File: config.mk
export PLATFORM = sky130hd
export DESIGN_NAME = fifo_rd_stream
export DESIGN_NICKNAME = d
export VERILOG_FILES = /design/src/rtl/fifo_rd_stream.sv
export SDC_FILE = /design/constraint.sdc
export NUM_CORES = 1
export LEC_CHECK = 0
export CAP_MARGIN = 25
export CORE_ASPECT_RATIO = 0.8
export CORE_MARGIN = 2
export CORE_UTILIZATION = 51
export CTS_BUF_LIST = sky130_fd_sc_hd__clkbuf_16
export DETAILED_ROUTE_END_ITERATION = 8
export MAX_ROUTING_LAYER = met4
export PLACE_DENSITY = 0.82
export SYNTH_ARGS = -nofsm -noshare
export SYNTH_HDL_FRONTEND = slang
export SYNTH_SLANG_ARGS = --single-unit
File: constraint.sdc
create_clock -name rclk -period 4 [get_ports rclk]
set_clock_uncertainty 0.2 [all_clocks]
set_input_delay 0.8 -clock rclk [delete_from_list [all_inputs] [get_ports rclk]]
set_output_delay 0.8 -clock rclk [all_outputs]
set_load 0.02 [all_outputs]
File: src/rtl/fifo_rd_stream.sv
// Read-side adapter that turns a FIFO head/pop interface into a valid/ready stream.
// A two-entry skid buffer lets the FIFO be popped without waiting on m_ready.
module fifo_rd_stream #(
   parameter int DATASIZE = 8
) (
   input  logic                rclk,
   input  logic                rrst,
   input  logic                rempty,
   input  logic [DATASIZE-1:0] rdata,
   output logic                rinc,
   input  logic                flush,
   output logic                m_valid,
   output logic [DATASIZE-1:0] m_data,
   input  logic                m_ready,
   output logic [1:0]          occupancy
);

   logic [1:0]          count_q, count_d;
   logic                valid_q, valid_d;
   logic [DATASIZE-1:0] head_q, head_d;
   logic [DATASIZE-1:0] tail_q, tail_d;
   logic                push;
   logic                pop;

   // Pop the FIFO whenever there is room, independent of downstream ready.
   assign rinc = !rrst && !flush && !rempty && (count_q != 2'd2);
   assign push = rinc;
   assign pop  = valid_q && m_ready;

   always_comb begin
      count_d = count_q;
      head_d  = head_q;
      tail_d  = tail_q;
      if (flush) begin
         count_d = 2'd0;
      end else begin
         unique case ({push, pop})
            2'b10: begin
               if (count_q == 2'd0) begin
                  head_d  = rdata;
                  count_d = 2'd1;
               end else begin
                  tail_d  = rdata;
                  count_d = 2'd2;
               end
            end
            2'b01: begin
               if (count_q == 2'd2) begin
                  head_d  = tail_q;
                  count_d = 2'd1;
               end else begin
                  count_d = 2'd0;
               end
            end
            // Simultaneous push and pop only occurs with one word held.
            2'b11: begin
               head_d = rdata;
            end
            default: begin
               count_d = count_q;
            end
         endcase
      end
      valid_d = (count_d != 2'd0);
   end

   always_ff @(posedge rclk) begin
      if (rrst) begin
         count_q <= 2'd0;
         valid_q <= 1'b0;
         head_q  <= '0;
         tail_q  <= '0;
      end else begin
         count_q <= count_d;
         valid_q <= valid_d;
         head_q  <= head_d;
         tail_q  <= tail_d;
      end
   end

   assign m_valid   = valid_q;
   assign m_data    = head_q;
   assign occupancy = count_q;

endmodule

* Word level (Yosys, flattened, before mapping)
Index checks and enable logic that the tools add are counted.
Storage, ports and cells: bits in registers 19, bits of input ports 13, output and inout port bits 12, logic and storage cells 32
Cells by class: eq/ne operators 7, multiplexer cells 7, bitwise operators 2, reduce and logical (&&, ||, !) cells 12
Operators by type and width (number):
- $pmux 8 s3 | 1
- $mux 8 | 2
- $eq 2x2->1 const B | 3
- $ne 2x2->1 const B | 3
- $logic_and 1x1->1 | 4
- $mux 2 | 2
- $pmux 2 s2 | 1
- $reduce_and 4->1 | 1
- $logic_not 1->1 | 3
- $reduce_and 3->1 | 1
- $reduce_bool 3->1 | 1
- $eq 2x1->1 const B | 1
- $logic_not 2->1 | 1
- $not 1->1 | 2
- $reduce_bool 2->1 | 1
- $mux 1 | 1

* Longest topological paths before layout
word-level depth 8, depth in mapped cells 9, depth with buffers taken out 7

* Least setup slack after synthesis
No wires, ideal clock.
path kind input-to-reg, from in rempty, to reg head_q[0] (netlist: m_data[0]), library setup time 0.134 ns, data arrival time 2.478 ns, required time 3.666 ns, path slack 1.188 ns, cell stages on the path 7, buffers on the path 1, cell sequence or4_1 inv_2 ha_1 o21ai_2 buf_4 a221oi_1 a211oi_2
Between the ends: word-level cells in the longest chain between the ends 6, elaborated cells between the ends (all ways) 11, those cells by class 5 x eq/ne; 1 x mux; 5 x reduce/logical
Ends and longest elaborated chain:
- from (decl) | line 8 | input logic rempty,
- $logic_not 1->1 * | line 26 | assign rinc = !rrst && !flush && !rempty && (count_q != 2'd2);
- $logic_and 1x1->1 * (2 in a row) | line 26
- net rinc | line 10 | output logic rinc,
- $eq 2x1->1 or $eq 2x2->1 (tied branches) | line 37 | unique case ({push, pop})
- $ne 2x2->1 (no line) or $reduce_bool 3->1 (tied branches)
- $reduce_and 4->1 (no line)
- to (signal assigned) | line 71 | head_q <= '0;
- to (signal assigned) | line 76 | head_q <= head_d;
- to (decl) | line 20 | logic [DATASIZE-1:0] head_q, head_d;
The timed path passes the listed nets; every way through them passes the cells marked *. A chain may end at the register's enable or synchronous reset.

* Worst setup path after layout
from in flush, to out rinc
Between the ends: word-level cells in the longest chain between the ends 4
Ends and longest elaborated chain:
- from (decl) | line 11 | input logic flush,
- $logic_not 1->1 | line 26
- $logic_and 1x1->1 (3 in a row) | line 26
- to (decl) | line 10
No other way between the ends.

==> results.sh <==
export IMPL_worst_slew_pin_slew_ns=0.756
export IMPL_ios=25
export IMPL_setup_viol=0
export IMPL_muxShareOfSynthArea=0.0891
export IMPL_cts_tree="done"
export IMPL_yosys_warnings=0
export IMPL_finalWeightedCongestion=0.821
export IMPL_end_kind="output port"
export IMPL_synth_fp_nets=117
export IMPL_yosysSeqAreaShare=0.376
export IMPL_core_area_sq_um=1870
export IMPL_drtPass1Iterations=4
export IMPL_cts_sinks=19
export IMPL_placed_cells=144
export IMPL_multi_input_area_sq_um=573
export IMPL_finish_instance_area_sq_um=1340
export IMPL_internal_power_mw=0.352
export IMPL_syn_avg_cell_area_sq_um=10.1
export IMPL_ys_types=29
export IMPL_cts_root_buf="clkbuf_16"
export IMPL_numCtsBuffers=3
export IMPL_grt_util_all_layers=0.251
export IMPL_crit_fanout=4
export IMPL_io_buffers=24
export IMPL_synth_edff_count=0
export IMPL_hold_violations=0
export IMPL_overflow=0
export IMPL_die_x_um=53.8
export IMPL_yosysTopAreaCell="dfxtp_1"
export IMPL_layout_drive_gt1_share=0.161
export IMPL_die_area_sq_um=2360
export IMPL_ant_nets=0
export IMPL_outcome="finished clean"
export IMPL_fin_tns_setup_ns=0
export IMPL_combPwrFrac=0.118
export IMPL_drt_initial_drc_count=16
export IMPL_synth_xor_area_frac=0
export IMPL_drt_vias_per_instance=6.14
export IMPL_clk_pin_slew_ns=0.05
export IMPL_drcViolationCount=0
export IMPL_hpwl_mm=1.72
export IMPL_synth_simple_area_share=0.113
export IMPL_postCtsSetupBuffers=0
export IMPL_async_reset_ff_frac=0
export IMPL_synthTopCellsByCount="dfxtp_1, a21oi_1, mux2i_1"
export IMPL_synth_top_flop_cell="dfxtp_1"
export IMPL_arrival_ns=2.57
export IMPL_swShare=0.216
export IMPL_dieHeight_um=43.8
export IMPL_slew_headroom=0.496
export IMPL_synth_area_sq_um=1010
export IMPL_synth_seq_cells=19
export IMPL_area_growth_pct=32.3
export IMPL_grt_first_pass_wirelength_mm=4.11
export IMPL_critPathLaunchType="primary input"
export IMPL_placedInstanceArea_sq_um=1260
export IMPL_drv_cap=0
export IMPL_grt_start_max_net_pins=20
export IMPL_final_cells=148
export IMPL_p_clk_frac=0.450
export IMPL_p_leak_nw=0.422
export IMPL_synth_compound_area_share=0.316
export IMPL_fin_nets=142
export IMPL_diodes=0
export IMPL_initial_utilization=0.539
export IMPL_vdd_drop_max_mv=0.337
export IMPL_hold_buffers=0
export IMPL_synthAdderAreaFrac=0.0495
export IMPL_nFillCells=141
export IMPL_slew_violations=0
export IMPL_p_switching_mw=0.0971
export IMPL_hold_class="flip-flop to flip-flop"
export IMPL_ff_latch_area_sq_um=380
export IMPL_path_class="primary input to output port"
export IMPL_period_minus_slack_ns=3.57
export IMPL_insertion_delay_ns=0.25
export IMPL_cellPowerDensity_nw_per_um2=335
export IMPL_synth_top_family_by_area="compound AO/OA/AOI/OAI gates"
export IMPL_yosys_top_cells_area="dfxtp_1, a211oi_2, mux2i_1, a221oi_1, ha_1"
export IMPL_postSynthCellCount=100
export IMPL_max_freq_mhz=280
export IMPL_row_count=14
export IMPL_synth_top_area_share=0.376
export IMPL_utilization=0.714
export IMPL_post_cts_resize_count=0
export IMPL_totalWireLength_mm=2.53
export IMPL_clockBufferDepth=2
export IMPL_cp_required_ns=3.00
export IMPL_yosysMostFrequentCell="dfxtp_1"
export IMPL_wire_per_inst_um=17.1
export IMPL_grt_pass1_vias=889
export IMPL_sequentialPowerShare=0.432
export IMPL_min_period_over_period=0.893
export IMPL_hold_ws_ns=0.286
export IMPL_antenna_found_initial=0
export IMPL_num_vias=908
export IMPL_rsz0062_at_grt="no"
export IMPL_htreeDepth=1
==> state kept, by name, indices dropped and copies added, names as in the netlist <==
signal and count:
m_data 8, tail_q 8, occupancy 2, m_valid 1
==> cell type report <==
class / count / share of cell area
flip-flops and latches: 19 / 0.284
clock inverters: 1 / 0.00374
multi-input cells: 70 / 0.428
well taps: 24 / 0.0225
repair buffers: 26 / 0.191
inverters: 5 / 0.0140
clock buffers: 3 / 0.0561
==> metal layers <==
metal | GRT usage | wire length [um]
met5 | - | 0
met4 | 0.0667 | 27
met3 | 0.0586 | 140
met2 | 0.398 | 1250
met1 | 0.320 | 1110
==> placed cells by master (no fill, tap or decap), types with 3 or more instances in the layout <==
cell type / synthesis / layout
a211oi_2: 8 / 8
a21oi_1: 9 / 9
a221oi_1: 8 / 8
clkbuf_16: 0 / 3
clkdlybuf4s50_1: 0 / 24
dfxtp_1: 19 / 19
ha_1: 4 / 4
inv_1: 3 / 3
mux2i_1: 9 / 9
nand3_1: 8 / 8
o21ai_1: 8 / 8
==> cells by family (layout without fill, tap and decap cells) <==
group | count (synthesis) | count (layout)
AOI/OAI and AO/OA | 40 | 40
DFF | 19 | 19
and+or+nand+nor | 17 | 17
buffers and inverters | 11 | 35
muxes | 9 | 9
adders and majority gates | 4 | 4
==> worst max-delay path: stages <==
cell,delay (ns)
clkdlybuf4s50_1,0.43
or4_1,0.62
inv_2,0.10
clkdlybuf4s50_1,0.62
==> through the flow <==
stage / setup WS (ns) / power [mW]
final: 0.427 / 0.449
after global routing: 0.417 / 0.466
after CTS: 0.448 / 0.454
after detailed placement: 0.469 / 0.250
after global placement: 0.511 / 0.249
after floorplan: 1.19 / 0.224
==> path summary, 6_finish.rpt <==
check	startpoint	endpoint	slack, ns	cells after the start
hold reg to reg	tail_q[7]	tail_q[7]	0.29	2
setup / recovery	flush	rinc	0.43	4
hold / removal	tail_q[7]	tail_q[7]	0.29	2
setup reg to reg	occupancy[0]	m_data[2]	1.28	6
==> power groups by stage <==
stage	Combinational (mW)	Sequential (mW)	Clock [mW]
floorplan	0.0225	0.201	0
global placement	0.0512	0.198	0
detailed placement	0.0519	0.198	0
CTS	0.0529	0.194	0.207
global route	0.0561	0.194	0.215
finish	0.0531	0.194	0.202
Power figures use the tool's default switching activity.
